$ cat config.mk
export PLATFORM = sky130hd
export DESIGN_NAME = cp0_reg
export DESIGN_NICKNAME = d
export VERILOG_FILES = /design/src/rtl/cp0_reg.sv
export SDC_FILE = /design/constraint.sdc
export NUM_CORES = 1
export LEC_CHECK = 0
export ABC_AREA = 1
export CAP_MARGIN = 20
export CORE_MARGIN = 2
export CORE_UTILIZATION = 37
export DETAILED_ROUTE_END_ITERATION = 12
export GPL_TIMING_DRIVEN = 0
export PLACE_DENSITY = 0.77
export SLEW_MARGIN = 20
export SYNTH_ARGS = -nofsm -noshare
export SYNTH_HDL_FRONTEND = slang
export SYNTH_SLANG_ARGS = --single-unit
export TNS_END_PERCENT = 1
$ cat constraint.sdc
create_clock -name clk -period 1.46 [get_ports clk]
set_input_delay 0.292 -clock clk [delete_from_list [all_inputs] [get_ports clk]]
set_output_delay 0.292 -clock clk [all_outputs]
set_load 0.01 [all_outputs]
$ cat src/rtl/cp0_reg.sv
// ---------------------------------------------------------------------------
// cp0_reg -- Coprocessor-0 register file
//
// Holds Status, Cause, EPC, BadVAddr and, optionally, the Count/Compare timer.
// Exception updates come from the MEM stage. The registered EPC feeds eret
// redirection. mfc0 reads are combinational. mtc0 writes arrive from WB.
//
// Optional feature macro: CP0_TIMER_EN
//   defined   : Count/Compare timer and sticky timer_int_o are implemented.
//   undefined : Count/Compare read as 0 and writes to them are dropped.
//               count_o, compare_o and timer_int_o are tied to 0.
//
// Ports
//   clk, rst             clock, synchronous active-high reset
//   we_i/waddr_i/data_i  mtc0 write port
//   raddr_i/data_o       mfc0 read port (combinational, 0 if unimplemented)
//   int_i                hardware interrupt lines, sampled into Cause[15:10]
//   excepttype_i         MEM exception code, 0 = none
//   current_inst_addr_i  PC of the MEM instruction
//   is_in_delayslot_i    MEM instruction sits in a delay slot
//   bad_addr_i           faulting address for code 0xf
//   count_o .. badvaddr_o  registered register values
//   timer_int_o          sticky Count==Compare interrupt
// ---------------------------------------------------------------------------
module cp0_reg (
   input  logic        clk,
   input  logic        rst,
   input  logic        we_i,
   input  logic [4:0]  waddr_i,
   input  logic [31:0] data_i,
   input  logic [4:0]  raddr_i,
   output logic [31:0] data_o,
   input  logic [5:0]  int_i,
   input  logic [31:0] excepttype_i,
   input  logic [31:0] current_inst_addr_i,
   input  logic        is_in_delayslot_i,
   input  logic [31:0] bad_addr_i,
   output logic [31:0] count_o,
   output logic [31:0] compare_o,
   output logic [31:0] status_o,
   output logic [31:0] cause_o,
   output logic [31:0] epc_o,
   output logic [31:0] badvaddr_o,
   output logic        timer_int_o
);

   localparam logic [4:0] REG_BADVADDR = 5'd8;
   localparam logic [4:0] REG_COUNT    = 5'd9;
   localparam logic [4:0] REG_COMPARE  = 5'd11;
   localparam logic [4:0] REG_STATUS   = 5'd12;
   localparam logic [4:0] REG_CAUSE    = 5'd13;
   localparam logic [4:0] REG_EPC      = 5'd14;
   localparam logic [4:0] REG_PRID     = 5'd15;
   localparam logic [4:0] REG_CONFIG   = 5'd16;

   localparam logic [31:0] PRID_VAL    = 32'h004C_0102;
   localparam logic [31:0] CONFIG_VAL  = 32'h0000_8000;
   localparam logic [31:0] STATUS_RST  = 32'h1000_0000;

   logic [31:0] count_q;
   logic [31:0] compare_q;
   logic        timer_int_q;
   logic [31:0] status_q;
   logic [31:0] cause_q;
   logic [31:0] epc_q;
   logic [31:0] badvaddr_q;

   // Exception decode: exc_take marks the codes that enter exception level,
   // exc_code is the value placed in Cause.ExcCode.
   logic       exc_take;
   logic [4:0] exc_code;
   logic       exc_eret;

   always_comb begin
      exc_take = 1'b1;
      exc_code = 5'd0;
      case (excepttype_i)
         32'h0000_0001: exc_code = 5'h00;
         32'h0000_0008: exc_code = 5'h08;
         32'h0000_000a: exc_code = 5'h0a;
         32'h0000_000c: exc_code = 5'h0c;
         32'h0000_000d: exc_code = 5'h0d;
         32'h0000_000f: exc_code = 5'h04;
         default:       exc_take = 1'b0;
      endcase
   end

   assign exc_eret = (excepttype_i == 32'h0000_000e);

`ifdef CP0_TIMER_EN
   // Count free-runs; the match uses the pre-edge Count so the interrupt
   // appears the edge after Count reaches Compare. A Compare write clears
   // the interrupt and beats a same-edge match (later assignment wins).
   always_ff @(posedge clk) begin
      if (rst) begin
         count_q     <= 32'd0;
         compare_q   <= 32'd0;
         timer_int_q <= 1'b0;
      end else begin
         count_q <= count_q + 32'd1;
         if ((compare_q != 32'd0) && (count_q == compare_q))
            timer_int_q <= 1'b1;
         if (we_i && (waddr_i == REG_COUNT))
            count_q <= data_i;
         if (we_i && (waddr_i == REG_COMPARE)) begin
            compare_q   <= data_i;
            timer_int_q <= 1'b0;
         end
      end
   end
`else
   assign count_q     = 32'd0;
   assign compare_q   = 32'd0;
   assign timer_int_q = 1'b0;
`endif

   // Write path first, exception path second: on shared fields the later
   // assignment in this block (the exception) takes effect.
   always_ff @(posedge clk) begin
      if (rst) begin
         status_q   <= STATUS_RST;
         cause_q    <= 32'd0;
         epc_q      <= 32'd0;
         badvaddr_q <= 32'd0;
      end else begin
         cause_q[15:10] <= int_i;

         if (we_i) begin
            case (waddr_i)
               REG_STATUS: status_q <= data_i;
               REG_CAUSE: begin
                  cause_q[9:8]   <= data_i[9:8];
                  cause_q[23:22] <= data_i[23:22];
               end
               REG_EPC:    epc_q <= data_i;
               default:    ;
            endcase
         end

         if (exc_take) begin
            // Nested exceptions (EXL already set) keep the original EPC/BD.
            if (!status_q[1]) begin
               epc_q       <= is_in_delayslot_i ? (current_inst_addr_i - 32'd4)
                                                : current_inst_addr_i;
               cause_q[31] <= is_in_delayslot_i;
            end
            status_q[1]  <= 1'b1;
            cause_q[6:2] <= exc_code;
            if (excepttype_i == 32'h0000_000f)
               badvaddr_q <= bad_addr_i;
         end else if (exc_eret) begin
            status_q[1] <= 1'b0;
         end
      end
   end

   always_comb begin
      data_o = 32'd0;
      case (raddr_i)
         REG_BADVADDR: data_o = badvaddr_q;
         REG_COUNT:    data_o = count_q;
         REG_COMPARE:  data_o = compare_q;
         REG_STATUS:   data_o = status_q;
         REG_CAUSE:    data_o = cause_q;
         REG_EPC:      data_o = epc_q;
         REG_PRID:     data_o = PRID_VAL;
         REG_CONFIG:   data_o = CONFIG_VAL;
         default:      data_o = 32'd0;
      endcase
   end

   assign count_o     = count_q;
   assign compare_o   = compare_q;
   assign status_o    = status_q;
   assign cause_o     = cause_q;
   assign epc_o       = epc_q;
   assign badvaddr_o  = badvaddr_q;
   assign timer_int_o = timer_int_q;

endmodule

Yosys cells after proc, flatten, opt, wreduce, memory -nomap -nowiden
Cells that the tools add are included.
Widths: inputs -> output; s select.
{ "classes": {"addsub": 1, "n_eq_ne": 16, "muxes": 12, "bitwise": 1, "reduce_logical": 8} }
{ "op_table": {"columns": ["cell", "count"], "rows": [
  ["$eq 32x4->1 const B", 6],
  ["$pmux 32 s6", 1],
  ["$mux 32", 5],
  ["$eq 5x4->1 const B", 8],
  ["$eq 32x1->1 const B", 1],
  ["$sub 32x3->32 const B", 1],
  ["$pmux 4 s5", 1],
  ["$reduce_and 2->1", 5],
  ["$reduce_bool 3->1", 2],
  ["$reduce_or 6->1", 1],
  ["$eq 5x5->1 const B", 1],
  ["$mux 2", 2],
  ["$mux 1", 3],
  ["$not 1->1", 1]
]} }
{ "totals": {"regBits": 112, "in_bits": 148, "output_inout_bits": 225, "wordCells": 46} }

Longest topological paths before layout
Gate-level depths: netlist of the first run.
{ "logic_depth": {"depth_word": 5, "mapped_depth": 14, "depth_no_buf": 14} }

Least setup slack after synthesis of the first run
OpenSTA, ideal clock, no wires.
{ "synth_timing": {"path_kind": "input to register", "startpoint": "in current_inst_addr_i[2]", "endpoint": "reg epc_q[28], in the netlist epc_o[28]", "setup_ns": 0.113, "t_arrival_ns": 1.427, "required_time_ns": 1.347, "path_slack_ns": -0.080, "stages": 12, "path_buffers": 0, "path_cell_list": "inv_1 > ha_1 > nand2_1 > inv_1 > nand3_1 > nor3_1 > nand2_1 > nand2_1 > nand2_1 > nand3b_1 > nand2_1 > nor2_1"} }
{ "synth_between": {"elab_chain_cells": 4} }
{ "synth_rtl": {"columns": ["item", "line", "rtl"], "rows": [
  ["start, declared", "35", "input logic [31:0] current_inst_addr_i,"],
  ["$sub 32x3->32", "143", "epc_q <= is_in_delayslot_i ? (current_inst_addr_i - 32'd4)"],
  ["$mux 32", "143", null],
  ["$mux 32", "142", "if (!status_q[1]) begin"],
  ["$mux 32", "140", "if (exc_take) begin"],
  ["end signal, assigned", "135", "REG_EPC: epc_q <= data_i;"],
  ["end signal, assigned", "143", null],
  ["end, declared", "65", "logic [31:0] epc_q;"]
]} }
No other way between the ends.
A chain may end at the register's enable or synchronous reset.

Worst setup path in the final report of the first run
{ "layout_timing": {"startpoint": "in raddr_i[1]", "endpoint": "out data_o[31]"} }
{ "layout_between": {"elab_chain_cells": 2, "elab_cells_between_ends": 7, "cone_classes": "eq/ne: 6; mux: 1"} }
{ "layout_rtl": {"columns": ["item", "line", "rtl"], "rows": [
  ["start, declared", "31", "input logic [4:0] raddr_i,"],
  ["$eq 5x5->1 / $eq 5x4->1 (equally long branches)", "159", "case (raddr_i)"],
  ["$pmux 32 s6 (*)", "159", null],
  ["end, declared", "32", "output logic [31:0] data_o,"]
]} }
Mark *: on every way between the ends. The rest lies on a longest branch, timed or not.

==> results of run 1 <==
## cell families after synthesis
logic type,synth area share
muxes,0.01198
other,0.0005202
buffers and inverters,0.1830
AOI/OAI and AO/OA,0.1849
adders and majority gates,0.001736
and+or+nand+nor,0.2975
xor gates and xnor gates,0.01215
DFF,0.3083
## per-stage QoR
| step | hold WS (ns) | area, µm² | instances | setup slack [ns] | TNS (ns) |
|---|---|---|---|---|---|
| final | 0.2731 | 12120 | 1827 | -0.2817 | -10.33 |
| after global routing | 0.2894 | 12120 | 1827 | -0.2971 | -17.37 |
| after CTS | 0.2521 | 11440 | 1816 | -0.2703 | -20.51 |
| after detailed placement | 0.4615 | 10740 | 1775 | -1.800 | -123.21 |
| after global placement | 0.4470 | 10740 | 1775 | -1.742 | -117.84 |
| after floorplan | 0.3990 | 7525 | 1222 | -0.01273 | -0.2126 |
## layer usage
layer	wire length, µm	track usage	up-vias
li1	-	-	4353
met4	1443	0.1336	0
met2	15430	0.5033	469
met5	0	0	-
met1	12180	0.3409	4056
met3	2698	0.04465	87
## area by class of cell
class	count	area share
buffer	139	0.09309
clock buffer	11	0.02002
clock inverter	5	0.003922
inverter	119	0.03829
multi-input combinational	853	0.3796
sequential	111	0.1848
tap	265	0.02735
timing repair buffer	324	0.2529
## state kept, by name, summed over array words and instances, names as in the netlist
register,flops
badvaddr_o,32
epc_o,32
status_o,32
cause_o,15
## synth_stat cells (5+ instances only)
master,instances,share of area
clkbuf_1,40,0.021
o211ai_1,19,0.020
nor2_4,5,0.0078
nand4_1,8,0.0069
inv_1,115,0.060
nand2_1,300,0.16
nor2_2,7,0.0061
a21oi_1,100,0.069
o21ai_0,98,0.068
mux2_2,5,0.0078
xor2_1,8,0.0097
buf_4,83,0.086
buf_2,12,0.0083
nand3_1,61,0.042
nand3b_1,5,0.0052
nor2_1,105,0.055
dfxtp_1,111,0.31
nor3_1,8,0.0056
o2111ai_1,12,0.015
o21ai_1,6,0.0042
## power by group
part | internal, µW | leakage, µW | switching, µW
Combinational | 670 | 0.00498 | 657
Sequential | 3050 | 0.000903 | 22.4
Clock | 1250 | 0.000141 | 1250
Total | 4970 | 0.00603 | 1930
## critical path: cells and delay by family
family	cells	cell delay, ns
buffers and inverters	4	0.53
AOI/OAI and AO/OA	1	0.26
and+or+nand+nor	3	0.36
## final timing paths
| check | from | endpoint | slack [ns] | depth (start not counted) |
|---|---|---|---|---|
| min reg2reg | status_o[17] | status_o[17] | 0.47 | 2 |
| min | is_in_delayslot_i | cause_o[31] | 0.27 | 3 |
| max reg2reg | status_o[1] | epc_o[2] | -0.05 | 7 |
| max | raddr_i[1] | data_o[31] | -0.28 | 8 |
## timing repair
action / in CTS / in global routing
pin swaps: 57 / 58
gates resized for setup: 431 / 231
endpoints found under the hold margin: 0 / 0
endpoints found under the setup margin: 244 / 137
setup buffers: 19 / 10
cloned: 6 / 1
hold buffers: 0 / 0
==> flow_summary.toml, run 1 <==
[layout]
drive_above_1_share = 0.2458
fill_cells = 1767
final_util = 0.6291
antennaDiodeCount = 0
layout.nets = 1706
syn_to_final_growth_pct = 68.20
final_common_cell = "nand2_1"
multiInputGateArea_um2 = 4602
final_cell_mix = "nand2_1, dlygate4sd2_1, buf_4"
seqCellArea_um2 = 2241

[pwr]
finalPower_uw = 6900
powerDensity_nw_per_um2 = 569.1
irDropWorstVdd_mv = 0.5713
leakagePower_uw = 0.006028

[synthesis]
ys_seq_area_frac = 0.3083
avgSynthCellArea_um2 = 6.317
ys_ff_latch = 111
synthArstFlopShare = 0
syn_inst = 1141
synth_cell_types = 39
syn_area_um2 = 7208
ys.flop_type = "dfxtp_1"
ys_warn_count = 0
synth_edf_count = 0

[sta]
finalSetupViolCount = 74
fmax_ghz = 0.5742
setup_slack_ns = -0.2817
timing.final.crit_share = 1.193
finalMaxSlewViolations = 0
period_needed_ns = 1.742
hold_viol = 0
worst_slew_pin_slew_ns = 0.6757
fin_skew_ns = 0.005318
grt_setup_unrepaired = "true"
max_slew_margin = 0.5496

[status]
violations = "setup timing"
status = "finished with violations"

[clock_tree]
cts_tree = "built"
clk_latency_ns = 0.35
cts.sinks = 111
cts_made_buffers = 9
clock-root-buffer = "clkbuf_16"
h-tree-depth = 3
clkTransAtPathRegs_ns = 0.08
cts_buffer_depth = 2

[setup_path]
crit_path_cell_trace = "buf_8 -> nor2_4 -> nand3_4 -> nor2_4 -> inv_2 -> clkbuf_8 -> o2111ai_4 -> buf_6"
cp_slowest_stage_delay_ns = 0.26
arrival_ns = 1.45
cp.required_ns = 1.17
worst-setup-path-type = "primary input to output pin"
cp_max_fo = 5
cp_common_cell = "nor2_4"
cp-end-kind = "output pin"
startpoint_type = "primary input"
slowest_stage = "o2111ai_4"

[route]
vias = 8965
finalWirelength_mm = 31.75
initialDrtViolationCount = 620
wl_per_cell_um = 17.38
first_pass_iters = 5
drt.antenna.violating_nets = 0
drc_errors = 0
avgViaCountPerCell = 4.907

[worst_hold_path]
hold_path_class = "primary input to flip-flop"

[grt]
overflow = 0
grt_pass1_vias = 8244
gr-usage-all-layers = 0.2861
antenna_found_initial = 0
grt_max_degree = 20
grt_first_pass_wirelength_mm = 45.74

[floorplanning]
die_h_um = 143.6
die-area_um2 = 20610
start_util = 0.3740
fp.dieW_um = 143.6
num_rows = 51
core_um2 = 19270
ios = 373

[place]
io_buffers = 288
hpwl_mm = 24.22
place_congestion = 0.9013

[flow_run]
drv_cap = 0
Power figures use the tool's default switching activity.
==> run 2, diff against run 1 <==
--- a/config.mk
+++ b/config.mk
@@ -7,11 +7,12 @@
 export LEC_CHECK = 0
 export ABC_AREA = 1
 export CAP_MARGIN = 20
-export CORE_MARGIN = 2
-export CORE_UTILIZATION = 37
+export CORE_AREA = 2 2 146 148
 export DETAILED_ROUTE_END_ITERATION = 12
+export DIE_AREA = 0 0 148 150
+export GPL_ROUTABILITY_DRIVEN = 0
 export GPL_TIMING_DRIVEN = 0
-export PLACE_DENSITY = 0.77
+export PLACE_DENSITY = 0.7
 export SLEW_MARGIN = 20
 export SYNTH_ARGS = -nofsm -noshare
 export SYNTH_HDL_FRONTEND = slang
==> constraint.sdc (replaced) <==
create_clock -name clk -period 2 [get_ports clk]
set_input_delay 0.4 -clock clk [delete_from_list [all_inputs] [get_ports clk]]
set_output_delay 0.4 -clock clk [all_outputs]
set_load 0.01 [all_outputs]
==> run 2 against run 1 <==
Effect of this change: the flow still finishes with violations (setup timing); combinational power is 30% lower; non-clock buffer count fell by 28; die area rose by 7.7%; clock power is 31% lower; design area fell by 6.8%; via count down 4.2%; utilization decreased by 8.3 points; critical endpoint is now data_o[18]; largest power group unchanged.
==> flow_summary.toml, run 2 (synthesis results as in run 1) <==
[setup_path]
arrival_ns = 1.63
reg2reg_setup_slack_ns = 0.45
timing.rr.start = "status_o[1]"
cp-end-kind = "output pin"
cp.required_ns = 1.60
cp_slowest_stage_delay_ns = 0.20
cp_max_fo = 10
r2r-end = "epc_o[2]"
startpoint_type = "primary input"
crit_path_cell_trace = "buf_6 -> inv_1 -> nor2_4 -> nand3_2 -> nor2_4 -> buf_6 -> clkbuf_16 -> a21oi_1 -> o211ai_1 -> buf_2"
slowest_stage = "buf_2"
worst-setup-path-type = "primary input to output pin"
r2r_cells = 6

[place]
placed_area_um2 = 10740
io_buffers = 288
dp_slack_ns = -1.718
hpwl_mm = 24.51

[floorplanning]
die-area_um2 = 22200
start_util = 0.3484
fp.dieW_um = 148
num_rows = 53
core_um2 = 20690
ios = 373
die_h_um = 150

[grt]
overflow = 0
antenna_found_initial = 1
grt_pass1_vias = 7863
grt_max_degree = 19
grt_first_pass_wirelength_mm = 44.23
gr-usage-all-layers = 0.2589

[sta]
max_slew_margin = 0.4719
hold_viol = 0
finalMaxSlewViolations = 0
tns_ns = -0.02960
grt_setup_unrepaired = "true"
fin_skew_ns = 0.003834
finalSetupViolCount = 1
setup_slack_ns = -0.02960
period_needed_ns = 2.030
worst_slew_pin_slew_ns = 0.7922
timing.final.crit_share = 1.015
fmax_ghz = 0.4927

[layout]
fill_cells = 2130
drive_above_1_share = 0.1551
layout.nets = 1678
final_common_cell = "nand2_1"
post-route-cell-area_um2 = 11300
syn_to_final_growth_pct = 56.73
final_util = 0.5460
multiInputGateArea_um2 = 4173
seqCellArea_um2 = 2223
final_cell_mix = "nand2_1, clkdlybuf4s50_1, inv_1"

[pwr]
powerDensity_nw_per_um2 = 434.1
irDropWorstVdd_mv = 0.4034
p_int_uw = 3574
power.switching_uw = 1330
pwr-share-comb = 0.189
switching_share = 0.2712
leakagePower_uw = 0.004756
pwr-share-clk = 0.354
seqPwrFrac = 0.458

[clock_tree]
h-tree-depth = 3
cts.sinks = 111
cts_made_buffers = 9
clkTransAtPathRegs_ns = 0.07
cts_buffer_depth = 2
cts_tree = "built"
clock-root-buffer = "clkbuf_16"
clk_latency_ns = 0.35

[worst_hold_path]
hold_path_class = "primary input to flip-flop"
min_from = "is_in_delayslot_i"
holdPathEnd = "cause_o[31]"
worstHoldPathCells = 3

[route]
wl_per_cell_um = 16.65
vias = 8592
avgViaCountPerCell = 4.747
initialDrtViolationCount = 530
finalWirelength_mm = 30.13
drt.antenna.violating_nets = 0
drc_errors = 0
first_pass_iters = 7

[flow_run]
drv_cap = 0

[status]
violations = "setup timing"
status = "finished with violations"
==> run 2: changes by cell type in the layout (fill, tap and decap cells not counted), sizes merged <==
cell           previous run  this run
buf                     175       134
clkbuf                   49        58
clkdlybuf4s50            97       249
clkinv                    1         6
diode                     0         1
dlygate4sd2             111         1
dlymetal6s2s             41         2
inv                     122       118
==> run 2: area by class of cell <==
class / count / share of cell area
clock inverter: 6 / 0.004209
multi-input combinational: 853 / 0.3694
inverter: 119 / 0.03965
tap: 275 / 0.03046
clock buffer: 10 / 0.02027
timing repair buffer: 297 / 0.2496
antenna: 1 / 0.0002215
sequential: 111 / 0.1968
buffer: 138 / 0.08938
==> run 2: worst max-delay path by stage <==
stage	startpoint	slack, ns	to	cells past startpoint
finish	raddr_i[1]	-0.03	data_o[18]	10
global route	raddr_i[1]	-0.08	data_o[18]	10
CTS	raddr_i[1]	-0.02	data_o[18]	10
detailed placement	raddr_i[2]	-1.72	data_o[3]	7
global placement	raddr_i[2]	-1.80	data_o[3]	7
floorplan	raddr_i[2]	0.25	data_o[10]	5
==> run 2: power groups by stage <==
stage	Sequential, µW	Clock, µW	Combinational, µW
global route	2250	1830	1000
finish	2240	1730	926
detailed placement	2300	0	878
floorplan	2300	0	411
global placement	2300	0	874
CTS	2240	1740	903
==> run 2: layer usage <==
metal	track usage	wire length, µm	vias to the layer above
li1	-	-	4294
met1	0.3089	12040	3843
met2	0.4565	14560	390
met3	0.04573	2310	65
met4	0.1119	1214	0
met5	0	0	-
==> run 2: stage by stage <==
stage / total power [µW] / instances / hold slack (ns)
finish: 4904 / 1810 / 0.3575
floorplan: 2713 / 1222 / 0.4789
detailed placement: 3174 / 1785 / 0.4603
global route: 5084 / 1810 / 0.3656
CTS: 4883 / 1808 / 0.3577
global placement: 3169 / 1785 / 0.4467
==> run 2: timing repair <==
action                                  in CTS  in global routing
hold buffers                                 0                  0
endpoints found under the setup margin      60                121
setup buffers                                7                  1
cloned                                       1                  0
pin swaps                                   11                 11
resized for setup                          194                 67
==> run 2: worst max-delay path, delay by kind of cell <==
family | cells | cell delay (ns)
buffers and inverters | 5 | 0.66
AO/OA/AOI/OAI | 2 | 0.24
AND/OR/NAND/NOR | 3 | 0.32
==> run 3, diff against run 2 <==
--- a/config.mk
+++ b/config.mk
@@ -6,13 +6,13 @@
 export NUM_CORES = 1
 export LEC_CHECK = 0
 export ABC_AREA = 1
-export CAP_MARGIN = 20
 export CORE_AREA = 2 2 146 148
 export DETAILED_ROUTE_END_ITERATION = 12
 export DIE_AREA = 0 0 148 150
 export GPL_ROUTABILITY_DRIVEN = 0
 export GPL_TIMING_DRIVEN = 0
 export PLACE_DENSITY = 0.7
+export SKIP_CTS_REPAIR_TIMING = 1
 export SLEW_MARGIN = 20
 export SYNTH_ARGS = -nofsm -noshare
 export SYNTH_HDL_FRONTEND = slang
==> run 3 against run 2 <==
Effect of this change: the run still ends with setup timing left; clock skew down 0.0017 ns; die area did not move; wire length shrank 1.5%; count of clock-buffer cells in the layout is the same; total power decreased by 0.35%; flip-flop and latch count unchanged; critical path depth down 1; combinational power is 2% lower; hold slack better by 0.00097 ns; non-clock buffer count down 5; sequential share of layout area rose by 0.29 points; highest routed layer unchanged.
==> flow_summary.toml, run 3 (synthesis results as in run 1) <==
[layout]
seqCellArea_um2 = 2223
multiInputGateArea_um2 = 4120
final_common_cell = "nand2_1"
post-route-cell-area_um2 = 11130
drive_above_1_share = 0.1432
layout.nets = 1673
fill_cells = 2154
final_cell_mix = "nand2_1, clkdlybuf4s50_1, inv_1"
syn_to_final_growth_pct = 54.43

[sta]
max_slew_margin = 0.4784
fmax_ghz = 0.4507
finalMaxSlewViolations = 0
finalSetupViolCount = 29
tns_ns = -3.266
setup_slack_ns = -0.2188
fin_skew_ns = 0.002086
hold_viol = 0
grt_setup_unrepaired = "true"
timing.final.crit_share = 1.109
period_needed_ns = 2.219
worst_slew_pin_slew_ns = 0.7824
whs_ns = 0.3585

[setup_path]
cp_max_fo = 10
cp-end-kind = "output pin"
arrival_ns = 1.82
worst-setup-path-type = "primary input to output pin"
cp.required_ns = 1.60
startpoint_type = "primary input"

[pwr]
switching_share = 0.2706
irDropWorstVdd_mv = 0.4025
powerDensity_nw_per_um2 = 438.9
pwr-share-comb = 0.186
power.switching_uw = 1322
finalPower_uw = 4886
seqPwrFrac = 0.459
pwr-share-clk = 0.355
p_int_uw = 3564
leakagePower_uw = 0.004747

[grt]
grt_max_degree = 19
grt_first_pass_wirelength_mm = 43.26
antenna_found_initial = 1
grt_pass1_vias = 7723
overflow = 0
gr-usage-all-layers = 0.2529

[route]
first_pass_iters = 5
finalWirelength_mm = 29.68
avgViaCountPerCell = 4.740
wl_per_cell_um = 16.44
drc_errors = 0
initialDrtViolationCount = 505
drt.antenna.violating_nets = 0
vias = 8556

[floorplanning]
core_um2 = 20690
fp.dieW_um = 148
die_h_um = 150
die-area_um2 = 22200
num_rows = 53
start_util = 0.3484
ios = 373

[clock_tree]
clock-root-buffer = "clkbuf_16"
cts_made_buffers = 9
clk_latency_ns = 0.35
cts.sinks = 111
cts_tree = "built"
h-tree-depth = 3
clkTransAtPathRegs_ns = 0.07
cts_buffer_depth = 2

[place]
hpwl_mm = 24.51
io_buffers = 288
placed_area_um2 = 10740

[status]
violations = "setup timing"
status = "finished with violations"

[worst_hold_path]
hold_path_class = "primary input to flip-flop"

[flow_run]
drv_cap = 0
-- run 3: area by class of cell --
class / count / share of cell area
Buffer: 138 / 0.08441
Tap cell: 275 / 0.03091
Clock inverter: 6 / 0.004271
Multi-Input combinational cell: 853 / 0.3701
Timing Repair Buffer: 292 / 0.2495
Inverter: 119 / 0.04024
Antenna cell: 1 / 0.0002248
Clock buffer: 10 / 0.02057
Sequential cell: 111 / 0.1997
-- run 3: path summary, 6_finish.rpt --
path	from	end	slack (ns)	depth (start not counted)
worst min register to register	status_o[26]	status_o[26]	0.48	2
worst max-delay path	raddr_i[4]	data_o[18]	-0.22	9
worst min-delay path	is_in_delayslot_i	cause_o[31]	0.36	3
worst max register to register	status_o[1]	epc_o[16]	0.42	6
-- run 3: routing by layer --
metal  wire, µm  global-route usage  vias up
met5          0                   0        -
met4        949             0.09000        0
met3       2194             0.04146       53
met2      14510              0.4525      395
met1      12030              0.3060     3828
li1           -                   -     4280
-- run 3: power by group through the flow --
stage                     registers (µW)  logic, µW  clock network (µW)
final                               2240        907                1740
after global routing                2250        984                1830
after detailed placement            2300        878                   0
after CTS                           2240        882                1740
after floorplan                     2300        411                   0
after global placement              2300        874                   0
-- run 3: metrics by stage --
step                      std cells    util  worst slack [ns]
after floorplan                1222       -            0.2481
after global placement         1785  0.5190            -1.800
after detailed placement       1785  0.5190            -1.718
after CTS                      1801  0.5324            -1.723
after global routing           1805  0.5380           -0.2784
final                          1805  0.5380           -0.2188
-- run 3: worst max-delay path: stages --
cell	delay [ns]
dlymetal6s2s_1	0.20
nor2_1	0.19
nand3_2	0.13
nor2_4	0.14
buf_4	0.15
buf_6	0.15
a21oi_1	0.08
o211ai_1	0.17
buf_2	0.20
